--- config.mk ---
export PLATFORM = sky130hd
export DESIGN_NAME = ha3_mul_add
export DESIGN_NICKNAME = d
export VERILOG_FILES = /design/src/rtl/ha3_pkg.sv /design/src/rtl/ha3_shift_add.sv /design/src/rtl/ha3_mul_add.sv
export SDC_FILE = /design/constraint.sdc
export NUM_CORES = 1
export LEC_CHECK = 0
export CORE_AREA = 2 2 150 152
export CTS_CLUSTER_DIAMETER = 60
export DETAILED_ROUTE_END_ITERATION = 7
export DIE_AREA = 0 0 152 154
export DONT_BUFFER_PORTS = 1
export SLEW_MARGIN = 30
export SYNTH_ARGS = -nofsm -noshare
export SYNTH_HDL_FRONTEND = slang
export SYNTH_SLANG_ARGS = --single-unit
--- constraint.sdc ---
create_clock -name clk -period 14.2 [get_ports clk]
set_input_delay 2.13 -clock clk [delete_from_list [all_inputs] [get_ports clk]]
set_output_delay 2.13 -clock clk [all_outputs]
set_load 0.01 [all_outputs]
--- src/rtl/ha3_pkg.sv ---
// Shared definitions for the ha3 divider family: default operand width and
// the handshake FSM state encoding.
package ha3_pkg;

    localparam int HA3_WIDTH = 16;

    typedef enum logic [1:0] {
        IDLE = 2'd0,
        MUL  = 2'd1,
        FIX  = 2'd2,
        DONE = 2'd3
    } ha3_state_e;

endpackage

--- src/rtl/ha3_shift_add.sv ---
// Unsigned WIDTH x WIDTH iterative multiplier: one partial product per step,
// multiplicand shifted right, multiplier shifted left by the step count.
module ha3_shift_add
    import ha3_pkg::*;
#(
    parameter int WIDTH = HA3_WIDTH
) (
    input  logic                 clk,
    input  logic                 rst_n,
    input  logic                 start_i,
    input  logic                 step_i,
    input  logic [WIDTH-1:0]     mcand_i,
    input  logic [WIDTH-1:0]     mplier_i,
    output logic                 done_o,
    output logic [2*WIDTH-1:0]   acc_o
);

    localparam int CW = $clog2(WIDTH) + 1;

    logic [2*WIDTH-1:0] acc_q,    acc_d;
    logic [WIDTH-1:0]   mcand_q,  mcand_d;
    logic [WIDTH-1:0]   mplier_q, mplier_d;
    logic [CW-1:0]      cnt_q,    cnt_d;

    always_comb begin
        acc_d    = acc_q;
        mcand_d  = mcand_q;
        mplier_d = mplier_q;
        cnt_d    = cnt_q;
        if (start_i) begin
            acc_d    = '0;
            mcand_d  = mcand_i;
            mplier_d = mplier_i;
            cnt_d    = '0;
        end else if (step_i) begin
            if (mcand_q[0]) begin
                acc_d = acc_q + ({{WIDTH{1'b0}}, mplier_q} << cnt_q);
            end
            mcand_d = mcand_q >> 1;
            cnt_d   = cnt_q + 1'b1;
        end
    end

    always_ff @(posedge clk or negedge rst_n) begin
        if (!rst_n) begin
            acc_q    <= '0;
            mcand_q  <= '0;
            mplier_q <= '0;
            cnt_q    <= '0;
        end else begin
            acc_q    <= acc_d;
            mcand_q  <= mcand_d;
            mplier_q <= mplier_d;
            cnt_q    <= cnt_d;
        end
    end

    // High during the final iteration, so the controller can leave MUL on the same edge.
    assign done_o = (cnt_q == CW'(WIDTH - 1));
    assign acc_o  = acc_q;

endmodule

--- src/rtl/ha3_mul_add.sv ---
// Rebuilds A = Q*D + R (signed) using the ha3 REQ/ACK handshake; the inverse of
// the ha3 divider. Sign/magnitude around an unsigned shift-add core.
module ha3_mul_add
    import ha3_pkg::*;
#(
    parameter int WIDTH = HA3_WIDTH
) (
    input  logic             clk,
    input  logic             rst_n,
    input  logic             req_i,
    input  logic [WIDTH-1:0] q_i,
    input  logic [WIDTH-1:0] d_i,
    input  logic [WIDTH-1:0] r_i,
    output logic             ack_o,
    output logic [WIDTH-1:0] a_o,
    output logic             ovf_o
);

    ha3_state_e         state_q;
    logic               sign_q;
    logic               ack_q;
    logic               ovf_q;
    logic               armed_q;
    logic [WIDTH-1:0]   r_q;
    logic [WIDTH-1:0]   a_q;

    logic               start;
    logic               step;
    logic               core_done;
    logic [WIDTH-1:0]   q_mag;
    logic [WIDTH-1:0]   d_mag;
    logic [2*WIDTH-1:0] acc;
    logic [2*WIDTH-1:0] prod;
    logic [2*WIDTH-1:0] sum;
    logic               ovf_fix;

    assign start = (state_q == IDLE) && req_i && armed_q;
    assign step  = (state_q == MUL);

    // Most-negative input maps to 2^(WIDTH-1), which still fits unsigned.
    assign q_mag = q_i[WIDTH-1] ? (~q_i + 1'b1) : q_i;
    assign d_mag = d_i[WIDTH-1] ? (~d_i + 1'b1) : d_i;

    ha3_shift_add #(.WIDTH(WIDTH)) u_core (
        .clk      (clk),
        .rst_n    (rst_n),
        .start_i  (start),
        .step_i   (step),
        .mcand_i  (q_mag),
        .mplier_i (d_mag),
        .done_o   (core_done),
        .acc_o    (acc)
    );

    assign prod    = sign_q ? (~acc + 1'b1) : acc;
    assign sum     = prod + {{WIDTH{r_q[WIDTH-1]}}, r_q};
    assign ovf_fix = ~((&sum[2*WIDTH-1:WIDTH-1]) | ~(|sum[2*WIDTH-1:WIDTH-1]));

    always_ff @(posedge clk or negedge rst_n) begin
        if (!rst_n) begin
            state_q <= IDLE;
            sign_q  <= 1'b0;
            ack_q   <= 1'b0;
            ovf_q   <= 1'b0;
            armed_q <= 1'b1;
            r_q     <= '0;
            a_q     <= '0;
        end else begin
            // Any sampled REQ=0 re-arms; a held-high REQ never retriggers.
            if (!req_i) begin
                armed_q <= 1'b1;
            end
            case (state_q)
                IDLE: begin
                    if (start) begin
                        sign_q  <= q_i[WIDTH-1] ^ d_i[WIDTH-1];
                        r_q     <= r_i;
                        armed_q <= 1'b0;
                        state_q <= MUL;
                    end
                end
                MUL: begin
                    if (core_done) begin
                        state_q <= FIX;
                    end
                end
                FIX: begin
                    a_q     <= sum[WIDTH-1:0];
                    ovf_q   <= ovf_fix;
                    ack_q   <= 1'b1;
                    state_q <= DONE;
                end
                DONE: begin
                    if (!req_i) begin
                        ack_q   <= 1'b0;
                        state_q <= IDLE;
                    end
                end
                default: state_q <= IDLE;
            endcase
        end
    end

    assign ack_o = ack_q;
    assign a_o   = a_q;
    assign ovf_o = ovf_q;

endmodule

# Word-level counts from Yosys, hierarchy flattened
# Cells that the tools add are included.
[word_totals]
elab_cells = 63
ff_bits = 107
input_bits = 51
[classes]
add_sub_neg = 6
eq_ne = 7
bitwise_logic = 7
n_shift = 1
reduce_logical = 12
n_mux = 19
[op_table]
columns = ["op", "n"]
rows = [
  ["32-bit two-way mux", 4],
  ["32-bit adder", 2],
  ["16-bit two-way mux", 4],
  ["16-bit by 1-bit adder with 16-bit output (second input constant)", 2],
  ["32-bit by 1-bit adder with 32-bit output (second input constant)", 1],
  ["16-bit NOT", 2],
  ["32-bit NOT", 1],
  ["16-bit by 5-bit << shifter with 32-bit output", 1],
  ["17-bit AND reduction", 1],
  ["17-bit OR reduction", 1],
  ["5-bit two-way mux", 2],
  ["2-bit case mux with 4 select lines", 1],
  ["2-bit two-way mux", 3],
  ["2-bit AND reduction", 3],
  ["2-bit nonzero test", 3],
  ["5-bit by 1-bit adder with 5-bit output (second input constant)", 1],
  ["5-bit by 4-bit equality test with 1-bit output (second input constant)", 1],
  ["2-bit equality test (second input constant)", 2],
  ["1-bit two-way mux", 4],
  ["2-bit inequality test (second input constant)", 2],
  ["3-bit AND reduction", 1],
  ["2-bit by 1-bit equality test with 1-bit output (second input constant)", 1],
  ["1-bit logical AND", 2],
  ["2-bit zero test", 1],
  ["other kinds (5)", 6],
]

# Depth between registers and ports, before layout
[depth]
word_depth = 8
mapped_depth = 21
ltp_nobuf = 18

# Cells and area by module
# A second synthesis with hierarchy kept.
[hier_totals]
cells_unflattened = 1242
area_unflattened_um2 = 10251.1
[modules_own_cells]
columns = ["module", "instances", "area_each_um2", "cells_per_inst"]
rows = [
  ["ha3_shift_add", 1, 5579.1, 681],
  ["ha3_mul_add", 1, 4672.0, 561],
]

# Worst setup path before layout
# Ideal clock, no wire load.
[synth_path]
path_type = "register to register"
startpoint = "register u_core.acc_q[6] (netlist: u_core.acc_o[6])"
endpoint = "register ovf_q (netlist: ovf_o)"
setup_time_ns = 0.133
arrival_ns = 4.819
required_time_ns = 14.067
path_slack_ns = 9.248
stages_incl_launch_ff = 19
path_cell_list = "dfrtp_1 or4_4 or4_4 or4_4 or3_4 nand2_1 xnor2_1 ha_1 clkbuf_1 o211ai_1 nand2_1 a21oi_1 o21a_1 o31ai_1 mux2_2 a2111oi_0 nand4_1 o41ai_1 a31oi_1"
[synth_between]
elab_chain_cells = 8
[synth_lines]
columns = ["element", "line", "source"]
rows = [
  ["start, declared", "ha3_shift_add.sv:20", "logic [2*WIDTH-1:0] acc_q, acc_d;"],
  ["start signal, assigned", "ha3_shift_add.sv:46", "acc_q <= '0;"],
  ["start signal, assigned", "ha3_shift_add.sv:51", "acc_q <= acc_d;"],
  ["32-bit NOT", "ha3_mul_add.sv:55", "assign prod = sign_q ? (~acc + 1'b1) : acc;"],
  ["32-bit by 1-bit adder with 32-bit output", "ha3_mul_add.sv:55", ""],
  ["32-bit two-way mux (*)", "ha3_mul_add.sv:55", ""],
  ["32-bit adder (*)", "ha3_mul_add.sv:56", "assign sum = prod + {{WIDTH{r_q[WIDTH-1]}}, r_q};"],
  ["17-bit OR reduction", "ha3_mul_add.sv:57", "assign ovf_fix = ~((&sum[2*WIDTH-1:WIDTH-1]) | ~(|sum[2*WIDTH-1:WIDTH-1]));"],
  ["1-bit NOT", "ha3_mul_add.sv:57", ""],
  ["1-bit OR (*)", "ha3_mul_add.sv:57", ""],
  ["1-bit NOT (*)", "ha3_mul_add.sv:57", ""],
  ["end signal, assigned", "ha3_mul_add.sv:89", "ovf_q <= ovf_fix;"],
  ["end, declared", "ha3_mul_add.sv:22", "logic ovf_q;"],
]
# Mark *: on every way between the ends. The rest lies on a longest branch, timed or not.
# A chain may end at the register's enable or synchronous reset.

# Final worst setup path
# Same ends and word-level chain as after synthesis.

==> impl_metrics.py <==
metrics = {
    "run_status": {
        "outcome": "finished, final reports clean",
    },
    "clock_network": {
        "root_buffer": "clkbuf_16",
        "numCtsBuffers": 9,
        "post_cts_resized": 0,
        "worstSkewPairLatency_ps": 370,
        "h-tree-depth": 3,
        "cts_tree": "yes",
        "cts_buffer_depth": 2,
        "cts.clk_slew.worst_paths_ps": 80,
        "cts.sinks": 107,
        "post_cts_buffers": 0,
        "hold_buffers": 0,
    },
    "min_path": {
        "holdPathEnd": "r_q[0]",
        "hp-class": "reg2reg",
        "holdPathStages": 2,
        "min_from": "r_q[0]",
    },
    "setup_path": {
        "crit_buf_inv": 0,
        "crit_arrival_ps": 5670,
        "critPathKind": "reg2reg",
        "r2r_start": "u_core.acc_o[6]",
        "required_ps": 14450,
        "crit_slowest_cell": "or4_4",
        "max_stage_delay_ps": 560,
        "r2r_cells": 17,
        "path_cells": "or4_4 -> or4_4 -> or4_4 -> or3_4 -> nand2_1 -> xnor2_1 -> ha_1 -> o21ai_0 -> o21ai_0 -> o211ai_1 -> a211oi_1 -> o2111ai_1 -> and3_1 -> a221oi_1 -> xnor2_2 -> o41ai_1 -> a31oi_1",
        "cp_max_fo": 14,
        "r2r_setup_slack_ps": 8780,
        "r2r_end": "ovf_o",
        "critPathMostFrequentCell": "or4_4",
        "endpoint_kind": "flip-flop",
        "cp-start-kind": "flip-flop",
        "cp_top_family": "simple AND/OR/NAND/NOR gates",
    },
    "route": {
        "vias": 8637,
        "detail-route-antenna-nets": 0,
        "wirelength_microns": 24500,
        "first_iter_violations": 421,
        "route.detailed.drc": 0,
        "viasPerCell": 5.82,
        "wire_per_inst_microns": 16.5,
        "dr.pass1.iters": 5,
    },
    "timing": {
        "rsz0062_at_grt": "false",
        "finalCriticalPeriod_ps": 5420,
        "period_share_pct": 38.2,
        "drv_slew": 0,
        "fin_ws_ps": 8780,
        "skew_ps": 11.3,
        "fmax_mhz": 184,
        "setup_violations": 0,
        "tightest_slew_ps": 917,
        "slew_headroom_pct": 38.9,
        "fin_setup_tns_ps": 0,
        "finalHoldViolCount": 0,
    },
    "placed_design": {
        "preCtsSetupSlack_ps": 8800,
        "place_hpwl_microns": 18400,
        "place_congestion": 0.880,
        "io_buffers": 0,
    },
    "synthesis": {
        "yosysMostFrequentCell": "nand2_1",
        "ys_ff_latch": 107,
        "synth_area_leaders": "dfrtp_1 (27%), ha_1 (9.1%), nand2_1 (7.5%)",
        "synthArstFlopShare_pct": 100,
        "synth_top_cell_area_share_pct": 26.7,
        "synth_cells": 1237,
        "avgSynthCellArea_sq_um": 8.03,
        "synth_edf_count": 0,
        "seq_area_frac_synth_pct": 27.0,
        "ys_warn_count": 0,
        "synth_ff_type": "dfrtp_1",
        "yosys-top-cells-count": "nand2_1 (199), o21ai_0 (115), dfrtp_1 (106)",
        "synth.largest_area_cell": "dfrtp_1",
        "syn-num-nets": 1362,
        "syn-cell-area_sq_um": 9930,
        "synth_cell_types": 76,
    },
    "job": {
        "maxCapViolCount": 0,
    },
    "global_routing": {
        "grt_usage_pct": 21.0,
        "grt_overflow": 0,
        "use_met1_pct": 28.0,
        "grt_max_degree": 108,
        "antenna_found_initial": 0,
        "gr-usage-met2_pct": 34.9,
        "grt_busiest_layer": "met2",
        "grt_pass1_vias": 8314,
        "met3_usage_pct": 3.18,
        "grt_pass1_wl_microns": 41000,
    },
    "cells_and_area": {
        "seq_area_sq_um": 2680,
        "diodes": 0,
        "multi_input_area_sq_um": 6940,
        "layout.nets": 1323,
        "syn2layout_area_growth_pct": 5.29,
        "drive_gt1_share_pct": 6.15,
        "fin_util_pct": 48.2,
        "fill_cells": 2198,
    },
    "floorplan": {
        "initial_core_util_pct": 45.8,
        "die_width_microns": 152,
        "core_sq_um": 21700,
        "std_cell_rows": 54,
        "chipHeight_microns": 154,
        "io_pins": 69,
        "die_area_sq_um": 23400,
    },
}
==> per-stage QoR <==
step	instance area, sq um	instances	hold slack, ps
floorplan	9930	1237	452
global placement	10100	1467	471
finish	10500	1483	490
detailed placement	10100	1467	474
CTS	10500	1483	495
global route	10500	1483	513
==> flip-flops by register name (all words and copies together) (netlist names) <==
| name | flops |
|---|---|
| u_core.acc_o | 32 |
| a_o | 16 |
| r_q | 16 |
| u_core.mcand_q | 16 |
| u_core.mplier_q | 16 |
| u_core.cnt_q | 5 |
| state_q | 2 |
| ack_o | 1 |
| armed_q | 1 |
| ovf_o | 1 |
| sign_q | 1 |
==> tightest hold or removal path: stages (launching register included) <==
cell and delay, ps:
dfrtp_1 350, nand2_1 50, nand2_1 60
==> kinds of logic (layout without fill, tap and decap cells) <==
| kind of cell | Yosys count | in the layout | share of synthesized area (%) |
|---|---|---|---|
| buffers and inverters | 83 | 49 | 3.14 |
| xor gates and xnor gates | 104 | 104 | 9.25 |
| adders and majority gates | 74 | 74 | 9.48 |
| and+or+nand+nor | 428 | 428 | 20.3 |
| DFF | 107 | 107 | 27.0 |
| AOI/OAI and AO/OA | 375 | 375 | 23.7 |
| muxes | 66 | 66 | 7.21 |
==> cell type report <==
class	count	share of cell area (%)
tap	280	3.35
sequential	107	25.6
multi-input combinational	1047	66.4
clock buffer	9	2.15
clock inverter	7	1.03
timing repair buffer	6	0.431
inverter	27	0.969
==> worst max path at each step <==
| stage | from | endpoint | slack [ps] | cells past startpoint |
|---|---|---|---|---|
| 2_1_floorplan | u_core.acc_o[6] | ovf_o | 9250 | 18 |
| 3_3_place_gp | u_core.acc_o[5] | ovf_o | 8900 | 17 |
| 3_5_place_dp | u_core.acc_o[6] | ovf_o | 8800 | 17 |
| 4_1_cts | u_core.acc_o[6] | ovf_o | 8830 | 17 |
| 5_1_grt | u_core.acc_o[6] | ovf_o | 8320 | 17 |
| 6_report | u_core.acc_o[6] | ovf_o | 8780 | 17 |
==> layout by cell type (no fill, tap or decap), types with 5 or more instances in the layout <==
cell,n
nand2_1,199
and2_1,5
buf_4,6
and3_1,13
a31oi_1,11
mux2_2,24
nand2b_1,15
nor3_1,15
a211oi_1,21
nor2b_1,8
or2_2,8
or4_1,9
o21ai_0,115
a21o_1,32
nor4_1,7
o211ai_1,5
dfrtp_1,105
o21a_1,11
nand3_1,14
a2111oi_0,5
xor2_1,28
a21oi_1,91
mux2i_1,40
or3_1,15
clkbuf_16,9
o22ai_1,15
ha_1,72
xnor2_1,75
nand4_1,17
o31ai_1,16
o41ai_1,9
nor2_1,80
o21bai_1,7
inv_1,27
==> metal layers <==
layer  share of wire, %  vias to the layer above
met4                2.5                        0
met1                 47                     3964
met2                 46                      190
li1                   -                     4439
met3                3.9                       44
met5                  0                        -
Power is not shown: default switching activity piles up to over one toggle a cycle in this logic, so the estimate is an artifact.
